$ cat config.mk
export PLATFORM = sky130hd
export DESIGN_NAME = man_tx_ctrl
export DESIGN_NICKNAME = d
export VERILOG_FILES = /design/src/rtl/man_tx_ctrl.sv
export SDC_FILE = /design/constraint.sdc
export NUM_CORES = 1
export LEC_CHECK = 0
export BUFFER_PORTS_ARGS = -buffer_cell sky130_fd_sc_hd__buf_2
export CORE_MARGIN = 1.5
export CORE_UTILIZATION = 52
export DETAILED_ROUTE_END_ITERATION = 7
export PLACE_DENSITY_LB_ADDON = 0.08
export SYNTH_ARGS = -nofsm -noshare
export SYNTH_HDL_FRONTEND = slang
export SYNTH_SLANG_ARGS = --single-unit
$ cat constraint.sdc
create_clock -name clk -period 1.7 [get_ports clk]
set_input_delay 0.17 -clock clk [delete_from_list [all_inputs] [get_ports clk]]
set_output_delay 0.17 -clock clk [all_outputs]
set_load 0.01 [all_outputs]
$ cat src/rtl/man_tx_ctrl.sv
// Manchester encoder frame sequencer: accepts payload bytes over valid/ready,
// then emits header 1s, MSB-first data with optional even parity, a stop 0
// and an idle gap, driving the encoder bit clock / enable / data lines.
module man_tx_ctrl #(
    parameter int HALF_DIV  = 16,
    parameter int HDR_BITS  = 9,
    parameter int PARITY_EN = 1,
    parameter int GAP_BITS  = 4
) (
    input  logic       clk,
    input  logic       rst,
    input  logic       in_start,
    input  logic [7:0] in_byte,
    input  logic       in_valid,
    input  logic       in_last,
    output logic       out_ready,
    output logic       out_bit_clk,
    output logic       out_enc_en,
    output logic       out_enc_data,
    output logic       out_busy,
    output logic       out_err
);

    localparam int PER  = 2 * HALF_DIV;
    localparam int PW   = $clog2(PER);
    localparam int MAXB = (HDR_BITS > 8) ? ((HDR_BITS > GAP_BITS) ? HDR_BITS : GAP_BITS)
                                         : ((GAP_BITS > 8) ? GAP_BITS : 8);
    localparam int BW   = $clog2(MAXB);

    localparam logic [PW-1:0] PH_LAST  = PW'(PER - 1);
    localparam logic [PW-1:0] PH_HALF  = PW'(HALF_DIV);
    localparam logic [BW-1:0] HDR_LAST = BW'(HDR_BITS - 1);
    localparam logic [BW-1:0] GAP_LAST = BW'(GAP_BITS - 1);
    localparam logic [BW-1:0] DAT_LAST = BW'(7);

    typedef enum logic [2:0] {
        S_IDLE,
        S_HEADER,
        S_DATA,
        S_PARITY,
        S_STOP,
        S_GAP
    } state_t;

    state_t        state_q, state_d;
    logic [PW-1:0] phase_q, phase_d;
    logic [BW-1:0] bit_q, bit_d;
    logic [7:0]    shift_q, shift_d;
    logic          par_q, par_d;
    logic          cur_last_q, cur_last_d;
    logic [7:0]    hold_q, hold_d;
    logic          hold_last_q, hold_last_d;
    logic          hold_vld_q, hold_vld_d;
    logic          last_acc_q, last_acc_d;

    logic enable, ready, accept, end_bit, xfer, err;

    // State and datapath registers with synchronous reset
    always_ff @(posedge clk) begin
        if (rst) begin
            state_q     <= S_IDLE;
            phase_q     <= '0;
            bit_q       <= '0;
            shift_q     <= '0;
            par_q       <= 1'b0;
            cur_last_q  <= 1'b0;
            hold_q      <= '0;
            hold_last_q <= 1'b0;
            hold_vld_q  <= 1'b0;
            last_acc_q  <= 1'b0;
        end else begin
            state_q     <= state_d;
            phase_q     <= phase_d;
            bit_q       <= bit_d;
            shift_q     <= shift_d;
            par_q       <= par_d;
            cur_last_q  <= cur_last_d;
            hold_q      <= hold_d;
            hold_last_q <= hold_last_d;
            hold_vld_q  <= hold_vld_d;
            last_acc_q  <= last_acc_d;
        end
    end

    // Next-state, handshake and bit sequencing
    always_comb begin
        state_d     = state_q;
        phase_d     = phase_q;
        bit_d       = bit_q;
        shift_d     = shift_q;
        par_d       = par_q;
        cur_last_d  = cur_last_q;
        hold_d      = hold_q;
        hold_last_d = hold_last_q;
        hold_vld_d  = hold_vld_q;
        last_acc_d  = last_acc_q;
        xfer        = 1'b0;
        err         = 1'b0;

        enable  = (state_q == S_HEADER) || (state_q == S_DATA) ||
                  (state_q == S_PARITY) || (state_q == S_STOP);
        ready   = !hold_vld_q && !last_acc_q &&
                  ((state_q == S_HEADER) || (state_q == S_DATA) || (state_q == S_PARITY));
        accept  = in_valid && ready;
        end_bit = (phase_q == PH_LAST);

        if (accept) begin
            hold_d      = in_byte;
            hold_last_d = in_last;
            hold_vld_d  = 1'b1;
            if (in_last) last_acc_d = 1'b1;
        end

        if (state_q == S_IDLE) begin
            phase_d = '0;
        end else begin
            phase_d = end_bit ? '0 : phase_q + 1'b1;
        end

        unique case (state_q)
            S_IDLE: begin
                bit_d      = '0;
                last_acc_d = 1'b0;
                if (in_start) state_d = S_HEADER;
            end
            S_HEADER: begin
                if (end_bit) begin
                    if (bit_q == HDR_LAST) xfer = 1'b1;
                    else                   bit_d = bit_q + 1'b1;
                end
            end
            S_DATA: begin
                if (end_bit) begin
                    shift_d = shift_q << 1;
                    if (bit_q == DAT_LAST) begin
                        bit_d = '0;
                        if (PARITY_EN != 0) state_d = S_PARITY;
                        else if (cur_last_q) state_d = S_STOP;
                        else                 xfer = 1'b1;
                    end else begin
                        bit_d = bit_q + 1'b1;
                    end
                end
            end
            S_PARITY: begin
                if (end_bit) begin
                    if (cur_last_q) state_d = S_STOP;
                    else            xfer = 1'b1;
                end
            end
            S_STOP: begin
                if (end_bit) begin
                    state_d = S_GAP;
                    bit_d   = '0;
                end
            end
            S_GAP: begin
                if (end_bit) begin
                    if (bit_q == GAP_LAST) begin
                        state_d = S_IDLE;
                        bit_d   = '0;
                    end else begin
                        bit_d = bit_q + 1'b1;
                    end
                end
            end
            default: state_d = S_IDLE;
        endcase

        // A byte arriving exactly at an empty-hold transfer point bypasses the
        // holding register straight into the shifter rather than underrunning.
        if (xfer) begin
            bit_d = '0;
            if (hold_vld_q) begin
                shift_d    = hold_q;
                par_d      = ^hold_q;
                cur_last_d = hold_last_q;
                hold_vld_d = accept;
                state_d    = S_DATA;
            end else if (accept) begin
                shift_d    = in_byte;
                par_d      = ^in_byte;
                cur_last_d = in_last;
                hold_vld_d = 1'b0;
                state_d    = S_DATA;
            end else begin
                err     = 1'b1;
                state_d = S_GAP;
            end
        end
    end

    // Encoder-facing outputs decoded from state and bit phase
    always_comb begin
        out_ready    = ready;
        out_enc_en   = enable;
        out_bit_clk  = enable && (phase_q != '0) && (phase_q <= PH_HALF);
        out_busy     = (state_q != S_IDLE);
        out_err      = err;
        out_enc_data = 1'b0;
        unique case (state_q)
            S_HEADER: out_enc_data = 1'b1;
            S_DATA:   out_enc_data = shift_q[7];
            S_PARITY: out_enc_data = par_q;
            default:  out_enc_data = 1'b0;
        endcase
    end

endmodule

Word level (Yosys, flattened, before mapping) --
Cells that the tools add are included.
Word-level totals: register bits 33, bits of input ports 13, word-level logic and storage cells 102
Operators by class: $add $sub $neg 2, order comparisons 1, eq/ne operators 23, mux-type cells 42, reductions and logical operators 24
Operators with widths (number):
- 2-to-1 mux 8 bit | 5
- 2-to-1 mux 3 bit | 11
- 2-to-1 mux 4 bit | 7
- != test 3 bit (second input constant) | 7
- case mux 4 bit (5 select lines) | 1
- case mux 3 bit (6 select lines) | 1
- parity 8 bit | 2
- 2-to-1 mux 1 bit | 15
- != test 2 bit (second input constant) | 6
- nonzero test 5 bit | 2
- AND reduction 9 bit | 1
- == test 3 x 2 -> 1 bit (second input constant) | 2
- == test 3 bit (second input constant) | 2
- AND reduction 6 bit | 1
- adder 5 x 1 -> 5 bit (second input constant) | 1
- == test 5 bit (second input constant) | 1
- less-or-equal comparator 5 bit (second input constant) | 1
- logical AND 1 bit | 5
- adder 4 x 1 -> 4 bit (second input constant) | 1
- == test 4 x 2 -> 1 bit (second input constant) | 1
- == test 4 x 3 -> 1 bit (second input constant) | 1
- == test 4 bit (second input constant) | 1
- AND reduction 2 bit | 2
- OR reduction 2 bit | 2
- 10 further kinds | 13

Longest topological paths before layout --
Gate-level depths: netlist (run 1).
depth in word-level cells 9, depth in mapped cells 9, gate-level depth less buffers 8

Worst setup path after synthesis (run 1) --
Ideal clock, no wire load.
path type flip-flop to flip-flop, from register phase_q[0], to register state_q[0], library setup time 72 ps, data arrival time 1920 ps, required time 1628 ps, path slack -292 ps, cell stages (with the launch flop) 9, path buffers 0, period minus slack after synthesis 1992 ps, cells stage by stage dfxtp_1 > ha_1 > and3_1 > ha_1 > and3b_1 > a22oi_4 > a311oi_1 > o21ai_1 > mux2i_1
Between the ends: longest elaborated chain between the ends 5
Ends and longest elaborated chain:
- start: declaration | RTL line 46 | logic [PW-1:0] phase_q, phase_d;
- start signal: assignment | RTL line 73 | phase_q <= phase_d;
- == test 5 bit (*) | RTL line 105 | end_bit = (phase_q == PH_LAST);
- 2-to-1 mux 1 bit (on tied branches) | RTL line 146, 127
- case mux 1 bit (2 select lines) | RTL line 120 | unique case (state_q)
- != test 3 bit (no line) (tied with other cells)
- AND reduction 9 bit (no line)
- end signal: assignment | RTL line 72 | state_q <= state_d;
- end: declaration | RTL line 45 | state_t state_q, state_d;
Every way passes the cells marked *; elsewhere a longest branch is shown, timed or not. A chain may end at the register's enable or synchronous reset.

Worst setup path in the final report (run 1) --
from register phase_q[1], to output out_err
Between the ends: longest elaborated chain between the ends 4
Ends and longest elaborated chain:
- == test 5 bit (*) | RTL line 105
- 2-to-1 mux 1 bit (on tied branches) | RTL line 146, 127
- case mux 1 bit (2 select lines) (*) | RTL line 120
- 2-to-1 mux 1 bit (*) | RTL line 172 | if (xfer) begin
- end: declaration | RTL line 21 | output logic out_err
Marks and branches as above.

==> impl_metrics.env, run 1 <==
export IMPL_status="complete, but fails checks"
export IMPL_violations="negative setup slack"
export IMPL_timing_rr_start="phase_q[0]"
export IMPL_crit_path_cell_trace="ha_4 -> and3_4 -> ha_4 -> and3b_2 -> a22oi_4 -> buf_6 -> a311oi_4 -> buf_2"
export IMPL_n_antenna_cell=0
export IMPL_final_nets=297
export IMPL_avgSynthCellArea_um2=8.49
export IMPL_grtUsageTotal_pct=25.1
export IMPL_finalHoldViolCount=0
export IMPL_p_per_area_nw_per_um2=879
export IMPL_synth_cell_types=44
export IMPL_htree_levels=2
export IMPL_p_total_mw=2.24
export IMPL_die_x_um=63.1
export IMPL_syn_to_final_growth_pct=36.2
export IMPL_fin_crit_ns=2.09
export IMPL_rows=21
export IMPL_cts_tree="built"
export IMPL_hpwl_um=3200
export IMPL_reg2reg_to="state_q[2]"
export IMPL_synth_compound_area_share_pct=19.3
export IMPL_first_global_vias=1775
export IMPL_ys_ff_latch=33
export IMPL_hp_start="in_last"
export IMPL_synth_area_um2=1880
export IMPL_dp_cells=301
export IMPL_synth_edf_count=0
export IMPL_overflow=0
export IMPL_grt_pass1_wl_um=7890
export IMPL_holdPathEnd="hold_last_q"
export IMPL_yosysWarnings=0
export IMPL_holdWs_ns=0.106
export IMPL_final_cells=326
export IMPL_totalWireLength_um=4880
export IMPL_cp_max_fo=4
export IMPL_syn_inst=221
export IMPL_drc=0
export IMPL_clk_pin_slew_ns=0.10
export IMPL_vias_per_cell=5.33
export IMPL_maxSlewHeadroom_pct=70.2
export IMPL_period_share_pct=123
export IMPL_rsz0062_at_grt="yes"
export IMPL_start_kind="flip-flop"
export IMPL_synth_simple_area_share_pct=21.1
export IMPL_synth_area_mux_share_pct=5.94
export IMPL_antenna_found_initial=0
export IMPL_synthesis_nets=239
export IMPL_fmax_ghz=0.479
export IMPL_synthFlopType="dfxtp_1"
export IMPL_slew_viol_final=0
export IMPL_finalSetupViolations=20
export IMPL_p_leak_nw=1.02
export IMPL_clock_latency_ns=0.32
export IMPL_cp_slowest_cell="dfxtp_2"
export IMPL_drive_above_1_share_pct=37.1
export IMPL_yosys_area_share_adder_pct=3.87
export IMPL_start_util_pct=55.3
export IMPL_fin_skew_ns=0.00772
export IMPL_whs_path_depth=3
export IMPL_antenna_left=0
export IMPL_critPathMaxStageDelay_ns=0.36
export IMPL_critPathKind="flip-flop to primary output"
export IMPL_regToRegSetupSlack_ns=-0.36
export IMPL_synth_xor_xnor_area_share_pct=8.41
export IMPL_synth_top_family_by_area="simple AND/OR/NAND/NOR gates"
export IMPL_cp_end_kind="primary output"
export IMPL_fillCellCount=259
export IMPL_numCtsBuffers=5
export IMPL_core_area_um2=3390
export IMPL_cts_hold_buf=0
export IMPL_ios=19
export IMPL_cts_sinks=33
export IMPL_wl_per_cell_um=15.0
export IMPL_first_pass_iters=4
export IMPL_worst_r2r_path_depth=10
export IMPL_peakVddDrop_mv=0.598
export IMPL_dieArea_um2=3980
export IMPL_vias=1736
export IMPL_grt_max_degree=25
export IMPL_max_cap_violations=0
export IMPL_gp_congestion=0.857
export IMPL_worstPathArrival_ns=1.92
export IMPL_fin_setup_tns_ns=-4.52
export IMPL_async_reset_ff_share_pct=0
export IMPL_die_h_um=63.1
export IMPL_worstMarginPinSlew_ns=0.446
export IMPL_ctsRootBufferMaster="clkbuf_4"
export IMPL_drt_iter0_drc=84
export IMPL_critPathMostFrequentCell="ha_4"
export IMPL_critPathRequiredTime_ns=1.53
export IMPL_yosysSeqAreaShare_pct=35.2
export IMPL_worst_slack_ns=-0.390
export IMPL_cts_buffer_depth=2
export IMPL_place_ws_ns=-0.226
export IMPL_numPortBuffers=18
export IMPL_min_path_type="input port to flip-flop"
[cell usage in the layout (no fill, tap or decap), drive strengths merged, types with 3 or more instances in the layout]
| cell type | Yosys | routed |
|---|---|---|
| a22oi | 9 | 9 |
| xor2 | 5 | 5 |
| a211oi | 3 | 3 |
| nand3 | 8 | 8 |
| ha | 5 | 5 |
| o22a | 7 | 7 |
| and2 | 4 | 4 |
| and3 | 3 | 3 |
| nand2 | 30 | 30 |
| nor2 | 22 | 23 |
| o21ai | 5 | 5 |
| inv | 10 | 10 |
| clkbuf | 3 | 7 |
| mux2i | 10 | 10 |
| buf | 9 | 62 |
| dfxtp | 33 | 33 |
| a21oi | 17 | 17 |
| xnor2 | 13 | 13 |
[layout make-up]
cell class	count	area, um2	area share, %
Clock buffer	7	65.1	2.55
Multi-Input combinational cell	167	1240	48.6
Clock inverter	1	5.00	0.196
Tap cell	46	57.6	2.25
Inverter	10	40.0	1.57
Timing Repair Buffer	62	472	18.5
Sequential cell	33	674	26.4
[routing by layer]
metal  part of all wire, %  GRT usage, %
met3                   2.1          5.18
met5                     0             0
met4                   1.5          7.50
met1                    44          30.2
met2                    52          44.8
[Yosys cell counts (2+ instances only)]
| library cell | instances | area [um2] |
|---|---|---|
| ha_1 | 5 | 62.6 |
| nor3_1 | 2 | 10.0 |
| buf_2 | 3 | 15.0 |
| and2_1 | 4 | 25.0 |
| a211oi_2 | 2 | 25.0 |
| nor2b_1 | 2 | 12.5 |
| buf_6 | 2 | 22.5 |
| dfxtp_1 | 33 | 661 |
| nor2_1 | 21 | 78.8 |
| buf_4 | 4 | 30.0 |
| o21ai_0 | 3 | 15.0 |
| nand3_1 | 8 | 40.0 |
| a311oi_1 | 2 | 17.5 |
| o21ai_1 | 2 | 10.0 |
| mux2i_1 | 10 | 100 |
| a21oi_1 | 17 | 85.1 |
| xor2_1 | 5 | 43.8 |
| and3_1 | 3 | 18.8 |
| a22oi_1 | 8 | 60.1 |
| nand2_1 | 30 | 113 |
| xnor2_1 | 13 | 114 |
| o22a_1 | 7 | 61.3 |
| inv_1 | 10 | 37.5 |
| and3b_1 | 2 | 17.5 |
| clkbuf_1 | 3 | 11.3 |
| nand4_1 | 2 | 12.5 |
[critical path, delay by kind of cell, from the launching register on]
family | cells | cell delay, ns
flops | 1 | 0.36
compound gates | 2 | 0.28
buf+inv | 2 | 0.30
simple gates | 2 | 0.38
fa+ha+maj | 2 | 0.27
[worst max path at each step]
stage / from / endpoint / slack, ns / cells past startpoint
2_1_floorplan: phase_q[1] / state_q[1] / -0.04 / 8
3_3_place_gp: phase_q[1] / shift_q[0] / -0.18 / 8
3_5_place_dp: phase_q[1] / shift_q[0] / -0.23 / 8
4_1_cts: phase_q[1] / out_err / -0.44 / 8
5_1_grt: phase_q[0] / out_err / -0.48 / 8
6_report: phase_q[1] / out_err / -0.39 / 8
[registers in the layout (all words and copies together) (netlist names)]
register	count
hold_q	8
shift_q	8
phase_q	5
bit_q	4
state_q	3
cur_last_q	1
hold_last_q	1
hold_vld_q	1
last_acc_q	1
par_q	1
[report_power, final]
| part | switching [mW] | internal (mW) |
|---|---|---|
| Clock | 0.254 | 0.240 |
| Combinational | 0.455 | 0.409 |
| Sequential | 0.0579 | 0.829 |
[metrics by stage]
stage | utilization, % | cell area [um2]
2_1_floorplan | - | 1920
3_3_place_gp | 65.1 | 2210
3_5_place_dp | 65.1 | 2210
4_1_cts | 71.5 | 2420
5_1_grt | 75.3 | 2550
6_report | 75.3 | 2550
[repair_timing]
action / CTS / global route
setup buffers: 10 / 7
endpoints found under the setup margin: 23 / 30
gates resized for setup: 22 / 19
pin swaps: 7 / 16
cloned: 2 / 0
[cell families after synthesis]
family / after synthesis
adders and majority gates: 6
DFF: 33
and+or+nand+nor: 82
buffers and inverters: 22
AOI/OAI and AO/OA: 49
muxes: 11
xor gates and xnor gates: 18
No activity file was read; power rests on OpenSTA's default activity.
==> run 2: changes to the inputs <==
SKIP_CTS_REPAIR_TIMING = 1   (was not set)
==> run 2 against run 1 <==
Against the previous run: the run still ends with negative setup slack left; non-clock buffer count decreased by 10; first-iteration DRC count grew 8.3%; wire length down 1.5%; clock power grew 2%; utilization down 2.8 points; critical path depth is the same; hold slack lost 0.0083 ns; die area unchanged; final cell count down 3.1%; sequential cell count is the same; critical path type unchanged; largest cell class unchanged.
==> impl_metrics.env, run 2 (same netlist as run 1, synthesis figures left out) <==
export IMPL_htree_levels=2
export IMPL_gp_congestion=0.857
export IMPL_cts_buffer_depth=2
export IMPL_status="complete, but fails checks"
export IMPL_finalSetupViolations=20
export IMPL_period_share_pct=125
export IMPL_min_path_type="input port to flip-flop"
export IMPL_slew_viol_final=0
export IMPL_final_nets=287
export IMPL_first_global_vias=1684
export IMPL_finalHoldViolCount=0
export IMPL_hpwl_um=3200
export IMPL_fmax_ghz=0.470
export IMPL_antenna_found_initial=0
export IMPL_rows=21
export IMPL_antenna_left=0
export IMPL_first_pass_iters=4
export IMPL_vias_per_cell=5.47
export IMPL_intPower_mw=1.43
export IMPL_met1_usage_pct=29.5
export IMPL_clock_latency_ns=0.33
export IMPL_start_kind="flip-flop"
export IMPL_crit_family="simple AND/OR/NAND/NOR gates"
export IMPL_critPathKind="flip-flop to primary output"
export IMPL_worst_slack_ns=-0.426
export IMPL_reg2reg_to="state_q[2]"
export IMPL_seqPwrFrac_pct=40.4
export IMPL_cp_end_kind="primary output"
export IMPL_grt_use_met3_pct=5.18
export IMPL_combPwrFrac_pct=36.7
export IMPL_cp_max_fo=4
export IMPL_p_clk_share_pct=22.9
export IMPL_grt_use_met2_pct=41.4
export IMPL_p_switching_mw=0.769
export IMPL_drive_above_1_share_pct=36.3
export IMPL_peakVddDrop_mv=0.585
export IMPL_path_buf_inv=2
export IMPL_drc=0
export IMPL_layout_common_cells="buf_4, nand2_1, dfxtp_1"
export IMPL_grt_max_degree=25
export IMPL_hp_start="in_byte[0]"
export IMPL_numPortBuffers=18
export IMPL_wl_per_cell_um=15.2
export IMPL_final_common_cell="buf_4"
export IMPL_critPathMostFrequentCell="ha_4"
export IMPL_cp_slowest_cell="dfxtp_4"
export IMPL_dieArea_um2=3980
export IMPL_p_sw_share_pct=35.0
export IMPL_vias=1730
export IMPL_die_x_um=63.1
export IMPL_timing_rr_start="phase_q[0]"
export IMPL_ctsRootBufferMaster="clkbuf_4"
export IMPL_totalWireLength_um=4810
export IMPL_holdPathEnd="hold_q[0]"
export IMPL_cts_tree="built"
export IMPL_crit_path_cell_trace="ha_4 -> and3_4 -> ha_4 -> and3b_2 -> a22oi_4 -> buf_6 -> a311oi_4 -> buf_2"
export IMPL_top_usage_layer="met2"
export IMPL_core_area_um2=3390
export IMPL_p_per_area_nw_per_um2=894
export IMPL_worstMarginPinSlew_ns=0.469
export IMPL_critPathRequiredTime_ns=1.53
export IMPL_syn_to_final_growth_pct=31.2
export IMPL_whs_path_depth=3
export IMPL_die_h_um=63.1
export IMPL_critPathMaxStageDelay_ns=0.38
export IMPL_worst_r2r_path_depth=9
export IMPL_fin_crit_ns=2.13
export IMPL_maxSlewHeadroom_pct=68.7
export IMPL_p_leak_nw=0.956
export IMPL_reg_largest_list="hold_q x8, shift_q x8, phase_q x5"
export IMPL_n_antenna_cell=0
export IMPL_start_util_pct=55.3
export IMPL_grt_pass1_wl_um=7490
export IMPL_max_cap_violations=0
export IMPL_grtUsageTotal_pct=23.9
export IMPL_clk_pin_slew_ns=0.10
export IMPL_cts_sinks=33
export IMPL_p_total_mw=2.20
export IMPL_numCtsBuffers=5
export IMPL_rsz0062_at_grt="yes"
export IMPL_worstPathArrival_ns=1.96
export IMPL_drt_iter0_drc=91
export IMPL_ios=19
export IMPL_regToRegSetupSlack_ns=-0.32
export IMPL_fin_skew_ns=0.0100
export IMPL_violations="negative setup slack"
export IMPL_overflow=0
export IMPL_fin_setup_tns_ns=-3.32
run 2: cell count changes in the layout (fill, tap and decap cells not counted), moves of 2 or more:
cell	before	now
buf_4	35	30
buf_6	7	3
mux2i_1	10	8
mux2i_2	0	2
run 2: layout make-up:
type	instances	area (um2)
clock buffer	7	65.1
clock inverter	1	5.00
fill	286	930
inverter	10	40.0
multi-input combinational	167	1250
sequential	33	674
tap	46	57.6
timing repair buffer	52	369
run 2: stage by stage:
step	hold slack, ns	instance area, um2	utilization [%]	cells	worst slack [ns]
after global placement	0.437	2210	65.1	301	-0.180
final	0.0974	2460	72.6	316	-0.426
after detailed placement	0.447	2210	65.1	301	-0.226
after global routing	0.0984	2460	72.6	316	-0.498
after floorplan	0.306	1920	-	221	-0.0362
after CTS	0.0860	2280	67.1	309	-0.538
run 2: worst reg2reg max path, cell delays in order (launching register included):
cell,delay (ns)
dfxtp_4,0.37
ha_4,0.15
and3_4,0.18
ha_4,0.16
and3b_2,0.21
a22oi_4,0.17
buf_6,0.13
buf_4,0.12
o31a_1,0.23
mux2i_1,0.22
run 2: power groups by stage:
stage	combinational (mW)	sequential (mW)	clock [mW]
5_1_grt	0.877	0.896	0.549
4_1_cts	0.684	0.879	0.515
3_3_place_gp	0.667	0.894	0
2_1_floorplan	0.462	0.883	0
6_report	0.806	0.888	0.503
3_5_place_dp	0.681	0.897	0
run 2: per-layer routing:
layer,wire length (um),up-vias
met5,0,-
met4,82,0
met3,181,7
met2,2490,40
met1,2050,814
li1,-,869
run 2: worst max-delay path by stage:
stage / startpoint / end / slack, ns / cells past startpoint
after floorplan: phase_q[1] / state_q[1] / -0.04 / 8
after global placement: phase_q[1] / shift_q[0] / -0.18 / 8
after detailed placement: phase_q[1] / shift_q[0] / -0.23 / 8
after CTS: phase_q[1] / out_err / -0.54 / 8
after global routing: phase_q[0] / out_err / -0.50 / 8
final: phase_q[0] / out_err / -0.43 / 8
==> run 3: changes to the inputs <==
CORE_MARGIN = 5   (was 1.5)
REMOVE_ABC_BUFFERS = 1   (was not set)
==> run 3 against run 2 <==
Against the previous run: the run still ends with negative setup slack left; final cell count decreased by 1.9%; sequential power decreased by 0.7%; clock skew increased by 0.0048 ns; hold slack got worse by 0.0053 ns; total power decreased by 3.0%; utilization decreased by 3.9 points; die area increased by 23%; register-to-register slack improved by 0.04 ns; wire length decreased by 8.3%.
==> impl_metrics.env, run 3 (same netlist as run 1, synthesis figures left out) <==
export IMPL_p_per_area_nw_per_um2=910
export IMPL_critPathKind="flip-flop to primary output"
export IMPL_first_pass_iters=4
export IMPL_gp_congestion=0.893
export IMPL_drive_above_1_share_pct=32.2
export IMPL_grtUsageTotal_pct=18.1
export IMPL_worstPathArrival_ns=1.87
export IMPL_fmax_ghz=0.490
export IMPL_critPathRequiredTime_ns=1.53
export IMPL_final_nets=281
export IMPL_grt_pass1_wl_um=7190
export IMPL_drt_iter0_drc=109
export IMPL_final_common_cell="nand2_1"
export IMPL_worst_slack_ns=-0.340
export IMPL_layout_common_cells="nand2_1, dfxtp_1, buf_4"
export IMPL_grt_max_degree=16
export IMPL_fin_crit_ns=2.04
export IMPL_cts_tree="built"
export IMPL_p_leak_nw=0.917
export IMPL_rsz0062_at_grt="yes"
export IMPL_htree_levels=2
export IMPL_critPathMaxStageDelay_ns=0.38
export IMPL_final_util_pct=68.6
export IMPL_timing_rr_start="phase_q[1]"
export IMPL_cp_slowest_cell="dfxtp_4"
export IMPL_place_area_um2=2140
export IMPL_regToRegSetupSlack_ns=-0.28
export IMPL_core_area_um2=3420
export IMPL_postLayoutCellArea_um2=2340
export IMPL_first_global_vias=1673
export IMPL_violations="negative setup slack"
export IMPL_ctsRootBufferMaster="clkbuf_4"
export IMPL_cp_end_kind="primary output"
export IMPL_rows=21
export IMPL_start_util_pct=54.9
export IMPL_fin_skew_ns=0.0149
export IMPL_min_path_type="input port to flip-flop"
export IMPL_worst_r2r_path_depth=9
export IMPL_numPortBuffers=18
export IMPL_crit_end="out_err"
export IMPL_vias_per_cell=5.57
export IMPL_drc=0
export IMPL_cp_max_fo=3
export IMPL_numCtsBuffers=5
export IMPL_maxSlewHeadroom_pct=71.6
export IMPL_clk_pin_slew_ns=0.10
export IMPL_cts_buffer_depth=2
export IMPL_critPathMostFrequentCell="ha_4"
export IMPL_cp_startpoint="phase_q[1]"
export IMPL_slew_viol_final=0
export IMPL_worstMarginPinSlew_ns=0.425
export IMPL_die_h_um=70.1
export IMPL_die_x_um=70.1
export IMPL_peakVddDrop_mv=0.577
export IMPL_finalHoldViolCount=0
export IMPL_whs_path_depth=3
export IMPL_clock_latency_ns=0.34
export IMPL_reg2reg_to="state_q[2]"
export IMPL_hpwl_um=3190
export IMPL_syn_to_final_growth_pct=25.0
export IMPL_wl_per_cell_um=14.2
export IMPL_n_antenna_cell=0
export IMPL_max_cap_violations=0
export IMPL_fin_setup_tns_ns=-3.55
export IMPL_status="complete, but fails checks"
export IMPL_hp_start="in_byte[5]"
export IMPL_overflow=0
export IMPL_vias=1727
export IMPL_dieArea_um2=4910
export IMPL_antenna_left=0
export IMPL_holdWs_ns=0.0921
export IMPL_ios=19
export IMPL_reg_largest_list="hold_q x8, shift_q x8, phase_q x5"
export IMPL_finalSetupViolations=20
export IMPL_start_kind="flip-flop"
export IMPL_period_share_pct=120
export IMPL_crit_path_cell_trace="ha_4 -> and3_4 -> ha_4 -> and3b_2 -> a22oi_4 -> a311oi_2 -> buf_2"
export IMPL_totalWireLength_um=4410
export IMPL_antenna_found_initial=0
export IMPL_cts_sinks=33
## run 3: changes by cell type in the layout (fill, tap and decap cells not counted), moves of 2 or more
cell,previous run,this run
mux2i_2,2,0
dfxtp_1,28,26
a21oi_2,4,2
mux2i_1,8,10
buf_4,30,25
a21oi_1,13,15
o21ai_1,4,2
dfxtp_2,2,4
## run 3: stage by stage
step | power [mW] | setup slack (ns) | cells
floorplan | 1.29 | -0.382 | 209
global placement | 1.53 | -0.244 | 297
detailed placement | 1.55 | -0.314 | 297
CTS | 2.05 | -0.609 | 305
global route | 2.27 | -0.424 | 310
finish | 2.13 | -0.340 | 310
## run 3: where the power goes
part	switching, mW	total, mW	internal [mW]
clock network	0.264	0.503	0.239
registers	0.0533	0.882	0.828
logic	0.407	0.748	0.341
total	0.724	2.13	1.41
## run 3: final cells by class
class,instances,area (um2)
multi-input cells,167,1200
fillers,282,1070
flip-flops and latches,33,677
repair buffers,46,305
clock buffers,7,65.1
well taps,46,57.6
inverters,10,37.5
clock inverters,1,5.00
## run 3: worst min path at each step
stage                             end  slack [ns]
after floorplan            cur_last_q        0.23
after global placement    hold_last_q        0.43
after detailed placement    hold_q[3]        0.45
after CTS                   hold_q[5]        0.08
after global routing      hold_last_q        0.08
final                       hold_q[5]        0.09
## run 3: per-layer routing
layer / routed length (um) / vias to the layer above / track usage [%]
met3: 218 / 11 / 4.88
li1: - / 855 / -
met1: 1860 / 817 / 21.1
met4: 151 / 0 / 11.5
met5: 0 / - / 0
met2: 2180 / 44 / 29.2
## run 3: worst max-delay path: cells and delay by family, from the launching register on
kind | cells | cell delay, ns
AOI/OAI and AO/OA | 2 | 0.31
adders and majority gates | 2 | 0.26
DFF | 1 | 0.38
and+or+nand+nor | 2 | 0.39
buffers and inverters | 1 | 0.19
